### config.mk
export PLATFORM = sky130hd
export DESIGN_NAME = pc_gen
export DESIGN_NICKNAME = d
export VERILOG_FILES = /design/src/rtl/pc_gen.sv
export SDC_FILE = /design/constraint.sdc
export NUM_CORES = 1
export LEC_CHECK = 0
export CORE_MARGIN = 8
export CORE_UTILIZATION = 38
export DETAILED_ROUTE_END_ITERATION = 10
export GPL_TIMING_DRIVEN = 1
export PLACE_DENSITY = 0.87
export SLEW_MARGIN = 20
export SYNTH_ARGS = -nofsm -noshare
export SYNTH_HDL_FRONTEND = slang
export SYNTH_SLANG_ARGS = --single-unit
### constraint.sdc
create_clock -name clk -period 3.25 [get_ports clk]
set_input_delay 0.65 -clock clk [delete_from_list [all_inputs] [get_ports clk]]
set_output_delay 0.65 -clock clk [all_outputs]
set_load 0.05 [all_outputs]
### src/rtl/pc_gen.sv
// Fetch PC generator: BOOT/RUN sequencer, trap/redirect/BTB/sequential next-PC selection.
// Optional branch target buffer enabled by defining PC_GEN_BTB_EN.
//
// state | meaning
// BOOT  | reset released, curr_addr held at RESET_VEC, pc_valid low
// RUN   | fetching, curr_addr advances every unstalled cycle
module pc_gen #(
    parameter int               XLEN        = 32,
    parameter logic [XLEN-1:0]  RESET_VEC   = 32'h00000000,
    parameter int               BTB_ENTRIES = 8
) (
    input  logic            clk,
    input  logic            rst,
    input  logic            stall_fetch_stg,
    input  logic            trap_valid,
    input  logic [XLEN-1:0] trap_vec,
    input  logic            redirect_valid,
    input  logic [XLEN-1:0] redirect_pc,
    input  logic            btb_upd_valid,
    input  logic [XLEN-1:0] btb_upd_pc,
    input  logic [XLEN-1:0] btb_upd_target,
    input  logic            btb_upd_taken,
    output logic [XLEN-1:0] curr_addr,
    output logic            pc_valid,
    output logic            pred_taken,
    output logic            misalign
);

    typedef enum logic {BOOT, RUN} state_t;

    state_t          state, next_state;
    logic [XLEN-1:0] next_pc;
    logic            next_misalign;
    logic            btb_hit;
    logic [XLEN-1:0] btb_target;
    logic [XLEN-1:0] seq_pc;

    assign pc_valid   = (state == RUN);
    assign seq_pc     = curr_addr + XLEN'(4);
    assign pred_taken = btb_hit;

`ifdef PC_GEN_BTB_EN
    localparam int IDX_W = $clog2(BTB_ENTRIES);
    localparam int TAG_W = XLEN - IDX_W - 2;

    logic [BTB_ENTRIES-1:0] btb_valid;
    logic [TAG_W-1:0]       btb_tag [BTB_ENTRIES];
    logic [XLEN-1:0]        btb_tgt [BTB_ENTRIES];
    logic [IDX_W-1:0]       rd_idx, wr_idx;
    logic [TAG_W-1:0]       rd_tag, wr_tag;
    logic                   unused_btb;

    assign rd_idx     = curr_addr[IDX_W+1:2];
    assign rd_tag     = curr_addr[XLEN-1:IDX_W+2];
    assign wr_idx     = btb_upd_pc[IDX_W+1:2];
    assign wr_tag     = btb_upd_pc[XLEN-1:IDX_W+2];
    assign unused_btb = ^btb_upd_pc[1:0];

    assign btb_hit    = btb_valid[rd_idx] && (btb_tag[rd_idx] == rd_tag) && pc_valid;
    assign btb_target = btb_tgt[rd_idx];

    always_ff @(posedge clk) begin
        if (!rst) begin
            btb_valid <= '0;
        end else if (btb_upd_valid) begin
            if (btb_upd_taken)
                btb_valid[wr_idx] <= 1'b1;
            else if (btb_tag[wr_idx] == wr_tag)
                btb_valid[wr_idx] <= 1'b0;
        end
    end

    // Tag/target payload needs no reset; the valid bits gate every use.
    always_ff @(posedge clk) begin
        if (rst && btb_upd_valid && btb_upd_taken) begin
            btb_tag[wr_idx] <= wr_tag;
            btb_tgt[wr_idx] <= btb_upd_target;
        end
    end
`else
    logic unused_btb;

    assign btb_hit    = 1'b0;
    assign btb_target = '0;
    assign unused_btb = ^{btb_upd_valid, btb_upd_pc, btb_upd_target, btb_upd_taken};
`endif

    always_comb begin
        next_state    = state;
        next_pc       = curr_addr;
        next_misalign = 1'b0;
        case (state)
            BOOT: begin
                next_state = RUN;
                next_pc    = RESET_VEC;
            end
            RUN: begin
                if (trap_valid) begin
                    next_pc = trap_vec;
                end else if (redirect_valid) begin
                    // A misaligned redirect target is diverted to the trap vector.
                    if (redirect_pc[1:0] != 2'b00) begin
                        next_pc       = trap_vec;
                        next_misalign = 1'b1;
                    end else begin
                        next_pc = redirect_pc;
                    end
                end else if (!stall_fetch_stg) begin
                    next_pc = btb_hit ? btb_target : seq_pc;
                end
            end
            default: begin
                next_state = BOOT;
                next_pc    = RESET_VEC;
            end
        endcase
    end

    always_ff @(posedge clk) begin
        if (!rst) begin
            state     <= BOOT;
            curr_addr <= RESET_VEC;
            misalign  <= 1'b0;
        end else begin
            state     <= next_state;
            curr_addr <= next_pc;
            misalign  <= next_misalign;
        end
    end

endmodule

==> results of run 1 <==
[layer usage]
metal / vias up / routed length, um
li1: 1417 / -
met1: 1365 / 3690
met2: 150 / 4320
met3: 21 / 780
met4: 0 / 221
met5: - / 0
[power groups by stage]
stage	clock network, mW	registers, mW	logic, mW
4_1_cts	0.315	0.472	0.362
5_1_grt	0.336	0.477	0.386
3_5_place_dp	0	0.481	0.360
2_1_floorplan	0	0.553	0.116
6_report	0.314	0.474	0.362
3_3_place_gp	0	0.480	0.353
[how the worst min path moves through the flow]
stage                                 endpoint  cells past startpoint  slack (ns)                        from
floorplan                     pc_valid$_DFF_P_                      0        0.68                         rst
global placement    curr_addr[25]$_SDFFE_PN0P_                      2        0.48  curr_addr[25]$_SDFFE_PN0P_
detailed placement  curr_addr[26]$_SDFFE_PN0P_                      1        0.50  curr_addr[26]$_SDFFE_PN0P_
CTS                 curr_addr[25]$_SDFFE_PN0P_                      2        0.50  curr_addr[25]$_SDFFE_PN0P_
global route        curr_addr[26]$_SDFFE_PN0P_                      1        0.53  curr_addr[26]$_SDFFE_PN0P_
finish              curr_addr[26]$_SDFFE_PN0P_                      1        0.50  curr_addr[26]$_SDFFE_PN0P_
[cells by family after synthesis]
kind of cell	count (synthesis)
and+or+nand+nor	133
AOI/OAI and AO/OA	116
DFF	34
buffers and inverters	27
adders and majority gates	1
other	1
[worst max-delay path: stages]
cell and delay [ns]:
clkdlybuf4s50_1 0.52, nor3b_2 0.23, nor2_2 0.54, o221ai_1 0.30, o21ai_0 0.22, a32o_1 0.18
[registers in the layout, indices dropped and copies added (netlist names)]
name,flops
curr_addr,32
misalign,1
pc_valid,1
[cell type report]
cell class	instances	area, um^2	share of cell area
inverter	6	22.5	0.00636
timing repair buffer	111	1090	0.308
multi-input combinational	251	1570	0.444
clock buffer	6	82.6	0.0233
sequential	34	681	0.192
tap	75	93.8	0.0265
[cells in the mapped netlist, types with 2 or more instances]
library cell   n
a21oi_1       19
a222oi_1       4
a22oi_1        4
a31oi_1        5
a32o_1         2
a32oi_1        2
and3_1         5
and4_1         3
clkbuf_1      18
dfxtp_1       34
inv_1          6
nand2_1       37
nand2b_1       5
nand3_1       27
nand3b_1       2
nand4_1        7
nor2_1        17
nor2b_1        2
nor3_1         6
nor3b_1        3
nor4_1         2
o211a_1        2
o211ai_1       5
o21ai_0       27
o21ai_1        2
o21bai_1       2
o221a_2       14
o221ai_1       8
o2bb2ai_1      3
o31ai_1        6
o41ai_1        4
or2_0          2
or3_1          4
or4_1          4
[through the flow]
stage	setup WS [ns]	hold slack [ns]	utilization
final	0.843	0.500	0.594
after global routing	0.630	0.529	0.594
after CTS	0.425	0.502	0.594
after detailed placement	0.121	0.495	0.580
after global placement	0.256	0.477	0.580
after floorplan	0.941	0.678	-
==> reports/metrics.cfg, run 1 <==
[yosys]
synth_enable_flop_cells = 0
synthXorXnorAreaFrac = 0
synth.area.mux_share = 0
yosys-top-cells-area = dfxtp_1 29%, o221a_2 6.7%, nand2_1 5.9%
synth_compound_area_frac = 0.359
ys_seq_elements = 34
ys_types = 53
netlist_area_mm2 = 0.00235
yosysTopAreaCellShare = 0.289
synth_top_cell_by_area = dfxtp_1
synth_fa_ha_area_frac = 0.00531
synth_top_family_by_area = compound AO/OA/AOI/OAI gates
ys_seq_area_frac = 0.289
async_reset_ff_frac = 0
syn_area_per_cell_um2 = 7.55
synth_cells = 312
syn_nets = 448
ys.warnings.count = 0
yosys.area_share.simple = 0.300
synth_ff_type = dfxtp_1

[clocking]
post_cts_resized = 0
numCtsBuffers = 5
hold_buffers = 0
cts_buffer_depth = 2
htree_levels = 2
insertion_delay_ns = 0.29
cts_tree = done
cts_setup_buffers = 0
clk_pin_slew_ns = 0.07
clock_sinks = 34
cts-root-buf = clkbuf_8

[floorplan]
die_w_um = 94.7
fp.coreArea_mm2 = 0.00596
die_y_um = 94.7
num_rows = 28
initial_utilization = 0.395
io_pins = 170
dieArea_mm2 = 0.00897

[worst_setup_path]
crit_path_end = curr_addr[19]$_SDFFE_PN0P_
critical_path_required_ns = 3.48
r2r_cells = 6
crit_path_end_kind = register
worstSetupPathType = in -> reg
critPathLaunchType = primary input
cp_max_fo = 15
ff2ff_setup_slack_ns = 1.01
timing.critical_path.from = stall_fetch_stg
r2r-end = curr_addr[20]$_SDFFE_PN0P_
rr_startpoint = curr_addr[3]$_SDFFE_PN0P_
cp.arrival_ns = 2.64

[placement]
dp_hpwl_um = 6760
numPortBuffers = 102
place.gp.congestion = 0.857
dp.cells = 477
dpl_cell_area_mm2 = 0.00345

[detailed_routing]
avgRoutedWirePerCell_um = 18.6
drc = 0
viasPerCell = 6.11
firstDrtPassIters = 5
drt_wl_total_um = 9010
drtIter0Drc = 266
via_count = 2953
postRouteAntennaNets = 0

[sta]
rsz0062_at_grt = false
report.final.slew_viol_count = 0
timing.slew.headroom = 0.536
min_period_over_period = 0.741
max_clock_freq_ghz = 0.415
hold_viol = 0
setup_viol = 0
post-route-min-period_ns = 2.41
skew_ns = 0.00867
setup_tns_ns = 0
worstMarginPinSlew_ns = 0.694

[run]
drv_cap = 0

[global_route]
grt_util_met1 = 0.238
grt_first_pass_wirelength_um = 14400
grt_max_degree = 30
busiest_layer = met2
grt_pass1_vias = 2927
met2_usage = 0.332
antenna_found_initial = 0
grt_use_total = 0.199
grt-ovfl-total = 0
grt_util_met3 = 0.0540

[cells_and_area]
nets = 545
layout_commonest_cell = clkdlybuf4s50_1
final.fill_count = 565
diodes = 0
layout-drive-gt1-share = 0.0882
layout.cells.non_filler = 483
layout_common_cells = 102 x clkdlybuf4s50_1, 37 x nand2_1, 34 x dfxtp_1, 27 x o21ai_0, 27 x nand3_1
fin_area_mm2 = 0.00354
synthToLayoutAreaGrowth_pct = 50.3

[power]
power.density_mw_per_mm2 = 325
p_sw_mw = 0.378
clkPwrFrac = 0.273
p_int_mw = 0.772
combPwrFrac = 0.315
power_frac_seq = 0.412
leakage_nw = 1.16
power_mw = 1.15
p_sw_frac = 0.328
peakVddDrop_uv = 202

[hold_path]
worstHoldPathType = reg -> reg

[status]
status = finished clean

No activity file was read; power rests on OpenSTA's default activity.
==> run 2, diff against run 1 <==
--- a/config.mk
+++ b/config.mk
@@ -6,10 +6,10 @@
 export NUM_CORES = 1
 export LEC_CHECK = 0
 export CORE_MARGIN = 8
-export CORE_UTILIZATION = 38
+export CORE_UTILIZATION = 32
 export DETAILED_ROUTE_END_ITERATION = 10
 export GPL_TIMING_DRIVEN = 1
-export PLACE_DENSITY = 0.87
+export PLACE_DENSITY = 0.78
 export SLEW_MARGIN = 20
 export SYNTH_ARGS = -nofsm -noshare
 export SYNTH_HDL_FRONTEND = slang
==> constraint.sdc (replaced) <==
create_clock -name clk -period 2.2 [get_ports clk]
set_input_delay 0.44 -clock clk [delete_from_list [all_inputs] [get_ports clk]]
set_output_delay 0.44 -clock clk [all_outputs]
set_load 0.05 [all_outputs]
==> run 2 against run 1 <==
Net effect:
- clock skew up 0.0039 ns
- non-clock buffer count up 31
- final cell count up 12%
- register-to-register slack worse by 0.78 ns
- critical path depth down 4
- sequential share of layout area down 1.2 points
- clock-buffer cell count unchanged
- die area up 15%
- critical endpoint is now curr_addr[6]
==> reports/metrics.cfg, run 2 (synthesis results as in run 1) <==
[power]
leakage_nw = 1.32
power.density_mw_per_mm2 = 464
power_mw = 1.78
peakVddDrop_uv = 281

[clocking]
cts_buffer_depth = 2
insertion_delay_ns = 0.29
clk_pin_slew_ns = 0.08
cts_tree = done
post_cts_resized = 0
htree_levels = 2
hold_buffers = 0
cts_setup_buffers = 0
clock_sinks = 34
cts-root-buf = clkbuf_8
numCtsBuffers = 5

[hold_path]
worstHoldPathType = reg -> reg

[status]
status = finished clean

[cells_and_area]
largest-register = curr_addr
diodes = 0
layout-drive-gt1-share = 0.170
layout_common_cells = 102 x clkdlybuf4s50_1, 39 x buf_4, 37 x nand2_1
layout_commonest_cell = clkdlybuf4s50_1
largest_reg_flops = 32
final.fill_count = 655
synthToLayoutAreaGrowth_pct = 62.8
nets = 576

[detailed_routing]
drc = 0
avgRoutedWirePerCell_um = 17.5
viasPerCell = 5.79
postRouteAntennaNets = 0
firstDrtPassIters = 5
drtIter0Drc = 317
drt_wl_total_um = 9430
via_count = 3126

[global_route]
grt_use_total = 0.178
grt_first_pass_wirelength_um = 14800
grt_pass1_vias = 3014
grt_max_degree = 30
antenna_found_initial = 0
grt-ovfl-total = 0

[sta]
max_clock_freq_ghz = 0.481
min_period_over_period = 0.946
hold_viol = 0
setup_viol = 0
post-route-min-period_ns = 2.08
worstMarginPinSlew_ns = 0.589
skew_ns = 0.0126
rsz0062_at_grt = false
hold_ws_ns = 0.498
report.final.slew_viol_count = 0
timing.slew.headroom = 0.604

[worst_setup_path]
cp_max_fo = 5
cp.arrival_ns = 1.64
critical_path_required_ns = 1.76
crit_path_end_kind = output port
critPathLaunchType = register
worstSetupPathType = reg -> out

[placement]
numPortBuffers = 102
place.gp.congestion = 0.925
dp_hpwl_um = 7420

[floorplan]
die_y_um = 102
initial_utilization = 0.328
num_rows = 31
die_w_um = 102
dieArea_mm2 = 0.0104
fp.coreArea_mm2 = 0.00718
io_pins = 170

[run]
drv_cap = 0

## run 2: cell types whose count changed in the layout (fill, tap and decap cells not counted), sizes merged
| cell | previous run | this run |
|---|---|---|
| clkinvlp | 0 | 1 |
| buf | 9 | 40 |
| clkinv | 0 | 1 |
## run 2: worst paths after layout
check | from | to | slack (ns) | cells past startpoint
setup / recovery | curr_addr[6]$_SDFFE_PN0P_ | curr_addr[6] | 0.12 | 2
hold reg to reg | curr_addr[23]$_SDFFE_PN0P_ | curr_addr[23]$_SDFFE_PN0P_ | 0.50 | 2
setup reg to reg | curr_addr[13]$_SDFFE_PN0P_ | curr_addr[27]$_SDFFE_PN0P_ | 0.23 | 5
hold / removal | curr_addr[23]$_SDFFE_PN0P_ | curr_addr[23]$_SDFFE_PN0P_ | 0.50 | 2
## run 2: layout make-up
cell class                 instances  area (um^2)  area share
sequential                        34          689       0.180
clock buffer                       6         82.6      0.0215
clock inverter                     2         12.5     0.00326
tap                               99          124      0.0323
multi-input combinational        251         1570       0.409
inverter                           6         22.5     0.00588
timing repair buffer             142         1330       0.348
## run 2: stage by stage
stage | TNS (ns) | utilization | instances | cell area (um^2) | worst slack [ns]
2_1_floorplan | 0 | - | 312 | 2360 | 0.0216
3_3_place_gp | -1.27 | 0.521 | 532 | 3740 | -0.103
3_5_place_dp | -1.93 | 0.521 | 532 | 3740 | -0.136
4_1_cts | 0 | 0.534 | 540 | 3830 | 0.117
5_1_grt | 0 | 0.534 | 540 | 3830 | 0.0583
6_report | 0 | 0.534 | 540 | 3830 | 0.119
## run 2: critical path, stage by stage, from the launching register on
cell,delay [ns]
dfxtp_1,0.39
buf_4,0.16
clkdlybuf4s50_1,0.80
## run 2: metal layers
layer,part of all wire,GRT usage,up-vias,routed length [um]
met5,0,0,-,0
met2,0.48,0.302,150,4570
met1,0.42,0.215,1476,3960
met3,0.083,0.0454,12,780
met4,0.012,0.0493,0,116
li1,-,-,1488,-
## run 2: where the power goes
group | switching (mW) | internal (mW) | leakage (nW) | total (mW)
Sequential | 0.0467 | 0.651 | 0.282 | 0.698
Combinational | 0.296 | 0.280 | 0.996 | 0.577
Clock | 0.251 | 0.252 | 0.0472 | 0.503
Total | 0.594 | 1.18 | 1.32 | 1.78
==> variant 1 (settings of run 2) <==
Set the parameter `XLEN` to 48 (it was 32).
--- a/src/rtl/pc_gen.sv
+++ b/src/rtl/pc_gen.sv
@@ -6,5 +6,5 @@
 // RUN   | fetching, curr_addr advances every unstalled cycle
 module pc_gen #(
-    parameter int               XLEN        = 32,
+    parameter int               XLEN        = 48,
     parameter logic [XLEN-1:0]  RESET_VEC   = 32'h00000000,
     parameter int               BTB_ENTRIES = 8
Ports: changed (5 resized); port bits go from 170 to 250. No check against the original RTL was run, so the function may have changed too.
==> variant 1 against run 2 <==
Clock power rose by 71%. Combinational power rose by 67%. Non-clock buffer count rose by 92. Global-route usage rose by 2.3 points. Area after synthesis rose by 64%. First-iteration DRC count rose by 9.5%. Cell area rose by 63%. Synthesized cell count rose by 62%. Wire length rose by 77%. Sequential share of layout area fell by 1.4 points. Sequential cell count rose by 16. Total power rose by 60%. Worst setup slack got worse by 0.089 ns. Critical path type is now input port to flip-flop. Largest cell class unchanged. Largest power group unchanged.
==> variant 1: results (changes against run 2) <==
metric	value	unit	change
status	finished, final reports clean		
synth.avg_cell_area	7.63	µm²	+1.0%
antenna_found_initial	1		+1
vias	5072		+62%
grt_pass1_wl	26.4	mm	+78%
track_usage	20.1	%	+2.3 points
path_max_fanout	7		+2
worst_hold_slack	0.519	ns	+0.0203 ns
dp_hpwl	13.2	mm	+78%
r2r_cells	6		+1
reg2reg_from	curr_addr[9]		
grt_pass1_vias	5045		+67%
largest_reg_flops	48		+50%
fillers	1131		+73%
r2r-end	curr_addr[32]		
min_path_type	flip-flop to flip-flop		
cts_root_buf	clkbuf_16		
peakVddDrop	0.333	mV	+19%
ys_warn_count	0		unchanged
holdPathEnd	curr_addr[0]		
drt_iter0_drc	347		+9.5%
netlist_top_cells_area	dfxtp_1 (26%), nand2_1 (6.6%), o221ai_1 (4.3%), o221a_2 (4.1%), nand3_1 (4.0%)		
slowest_delay	0.65	ns	-0.15 ns
slew_headroom	61.8	%	+1.4 points
rrSetupSlack	0.09	ns	-0.14 ns
nets	910		+58%
yosysSeqAreaShare	26.0	%	-2.9 points
synth_nets	705		+57%
fin_skew	0.0131	ns	+0.000505 ns
drive_gt1_share	24.9	%	+7.9 points
gp_congestion	0.943		+1.9%
synth_area	3850	µm²	+64%
grt_start_max_net_pins	22		-27%
p_leak	2.12	nW	+60%
synth.distinct_cells	73		+38%
cp_slowest_cell	or4b_4		
ys_top_cells_by_count	nand2_1 (68), dfxtp_1 (50), nand3_1 (31), o21ai_0 (27), nor2_1 (25)		
placed_cells	849		+60%
[variant 1: critical path: cells and delay by family]
kind / cells / cell delay (ns)
buffers and inverters: 1 / 0.43
multiplexers: 1 / 0.16
AO/OA/AOI/OAI: 2 / 0.29
AND/OR/NAND/NOR: 2 / 1.00
[variant 1: worst max path at each step]
stage / from / end / slack, ns
2_1_floorplan: curr_addr[10] / curr_addr[26] / -0.01
3_3_place_gp: redirect_pc[0] / curr_addr[19] / -0.41
3_5_place_dp: redirect_pc[0] / curr_addr[38] / -0.48
4_1_cts: redirect_pc[0] / curr_addr[46] / 0.008
5_1_grt: redirect_pc[0] / curr_addr[32] / 0.002
6_report: redirect_pc[0] / curr_addr[38] / 0.03
[variant 1: cell type report]
| class | instances | area, µm² | area share, % |
|---|---|---|---|
| timing repair buffer | 234 | 2160 | 34.6 |
| clock buffer | 6 | 150 | 2.41 |
| inverter | 11 | 41.3 | 0.662 |
| clock inverter | 2 | 10.0 | 0.160 |
| tap | 147 | 184 | 2.95 |
| sequential | 50 | 1030 | 16.6 |
| multi-input combinational | 408 | 2660 | 42.7 |
[variant 1: power breakdown]
group	total [mW]	leakage, nW	switching [mW]	internal, mW
logic	0.963	1.62	0.504	0.459
clock network	0.862	0.0818	0.373	0.488
registers	1.03	0.420	0.0633	0.962
[variant 1: cells by family after synthesis]
| logic type | count (synthesis) | synth area share [%] |
|---|---|---|
| flops | 50 | 26.0 |
| other cells | 1 | 0.0974 |
| fa+ha+maj | 1 | 0.325 |
| buf+inv | 47 | 6.40 |
| simple gates | 230 | 33.1 |
| xor+xnor | 13 | 2.96 |
| compound gates | 159 | 30.1 |
| mux | 4 | 1.07 |
[variant 1: stage by stage]
stage / cell area, µm² / worst slack (ns) / TNS [ns]
finish: 6240 / 0.0300 / 0
global route: 6240 / 0.00217 / 0
CTS: 6180 / 0.00800 / 0
detailed placement: 6010 / -0.479 / -14.26
global placement: 6010 / -0.413 / -12.09
floorplan: 3880 / -0.0125 / -0.0141
[variant 1: metal layers]
| metal | vias to the layer above | wire length [µm] | global-route usage, % |
|---|---|---|---|
| met2 | 277 | 7610 | 32.7 |
| met4 | 2 | 446 | 7.09 |
| met1 | 2377 | 6990 | 25.4 |
| met3 | 36 | 1600 | 4.51 |
| met5 | - | 10 | 0 |
| li1 | 2380 | - | - |
[variant 1: repair_timing]
action / in CTS / in global routing
gates resized for setup: 2 / 13
pin swaps: 0 / 3
setup buffers: 0 / 1
endpoints found under the setup margin: 35 / 20
==> variant 2 (settings of run 2) <==
Made on the original files. Register the output `pred_taken`; this adds one clock of latency there. The other outputs are not delayed to match.
--- a/src/rtl/pc_gen.sv
+++ b/src/rtl/pc_gen.sv
@@ -38,5 +38,7 @@
     assign pc_valid   = (state == RUN);
     assign seq_pc     = curr_addr + XLEN'(4);
-    assign pred_taken = btb_hit;
+    always_ff @(posedge clk) begin
+        pred_taken <= btb_hit;
+    end
 
 `ifdef PC_GEN_BTB_EN
Formal check against the unedited RTL: equivalent (Yosys induction, for registers that start in step).
==> variant 2 against run 2 <==
Clock power shrank 12%. Worst setup slack lost 0.045 ns. Sequential cell count is the same. Final cell count shrank 1.3%. Cell area shrank 0.52%. Area after synthesis grew 4.1%. Wire length shrank 1.0%. Total power shrank 2.1%. Global-route usage shrank 1.1 points. Combinational power grew 2%. Via count shrank 3.6%. Largest cell class unchanged.
==> variant 2: results (changes against run 2) <==
metric	value	unit	change
status	finished, final reports clean		
setup.worst_path.start	curr_addr[18]		
path_max_fanout	8		+3
grt_pass1_vias	3005		-0.30%
drt_iter0_drc	239		-25%
viasPerCell	5.65		-2.4%
track_usage	16.7	%	-1.1 points
nets	567		-1.6%
holdPathEnd	curr_addr[31]		
cts_inserted_buffers	5		unchanged
grt_pass1_wl	15.1	mm	+2.0%
drive_gt1_share	15.5	%	-1.5 points
synth.distinct_cells	59		+11%
yosysSeqAreaShare	27.8	%	-1.2 points
reg2reg_from	curr_addr[2]		
ys_top_cells_by_count	nand2_1 (44), dfxtp_1 (34), a21oi_1 (23), o21ai_0 (22)		
syn_inst	319		+2.2%
route.detailed.wl_per_inst	17.5	µm	+0.30%
placed_cells	526		-1.1%
netlist_top_cells_area	dfxtp_1 (28%), o221a_2 (7.8%), nand2_1 (6.7%), a21oi_1 (4.7%), o21ai_0 (4.5%)		
antenna_found_initial	0		unchanged
fin_skew	0.0100	ns	-0.00255 ns
cp_slowest_cell	clkdlybuf4s50_1		
dp_hpwl	7.20	mm	-3.0%
worst_hold_path.num_cells	2		unchanged
drt_wl_total	9.33	mm	-1.0%
p_leak	1.31	nW	-0.97%
post_cts_resized	0		unchanged
ys_warn_count	0		unchanged
gp_congestion	0.849		-8.2%
grt_start_max_net_pins	35		+17%
dp_slack	-0.123	ns	+0.0134 ns
slew_headroom	62.7	%	+2.3 points
p_int	1.15	mW	-2.4%
r2r_cells	6		+1
peakVddDrop	0.259	mV	-7.7%
cts.clk_slew.worst_paths	0.07	ns	
slowest_delay	0.88	ns	+0.08 ns
ys.flop_type	dfxtp_1		
arrival	1.69	ns	+0.05 ns
cts.path.max_buffers	2		unchanged
r2r-end	curr_addr[22]		
hp-start	curr_addr[31]		
synth_nets	455		+1.6%
==> variant 2: final cells by class <==
class	instances	area [µm²]
repair buffers	131	1270
flip-flops and latches	34	681
inverters	6	22.5
fillers	702	3750
well taps	102	128
multi-input cells	253	1630
clock buffers	7	76.3
==> variant 2: how the worst max path moves through the flow <==
stage	end	depth (start not counted)	slack, ns
after floorplan	curr_addr[20]	6	0.008
after detailed placement	curr_addr[15]	6	-0.12
after global placement	curr_addr[15]	6	-0.09
after global routing	curr_addr[18]	1	0.006
after CTS	curr_addr[18]	1	0.08
final	curr_addr[18]	1	0.07
==> variant 2: routing by layer <==
| metal | GRT usage [%] | routed length, µm |
|---|---|---|
| met2 | 28.6 | 4670 |
| met4 | 5.56 | 148 |
| met5 | 0 | 0 |
| met3 | 4.09 | 602 |
| met1 | 19.9 | 3920 |
==> variant 2: kinds of logic (layout without fill, tap and decap cells) <==
group,after synthesis,count (layout),synth area share [%]
buffers and inverters,32,144,6.53
adders and majority gates,1,1,0.510
xor gates and xnor gates,1,1,0.357
AOI/OAI and AO/OA,117,117,35.5
and+or+nand+nor,133,133,29.2
DFF,34,34,27.8
other,1,1,0.153
==> variant 2: power by group through the flow <==
stage               Combinational, mW  Sequential, mW  Clock, mW
floorplan                       0.186           0.831          0
global placement                0.580           0.715          0
detailed placement              0.590           0.718          0
CTS                             0.592           0.704      0.449
global route                    0.628           0.712      0.467
finish                          0.590           0.706      0.444
==> variant 2: stage by stage <==
| stage | power (mW) | area, µm² | hold slack (ns) |
|---|---|---|---|
| CTS | 1.74 | 3810 | 0.478 |
| detailed placement | 1.31 | 3740 | 0.464 |
| global placement | 1.29 | 3740 | 0.447 |
| global route | 1.81 | 3810 | 0.491 |
| finish | 1.74 | 3810 | 0.477 |
| floorplan | 1.02 | 2450 | 0.468 |
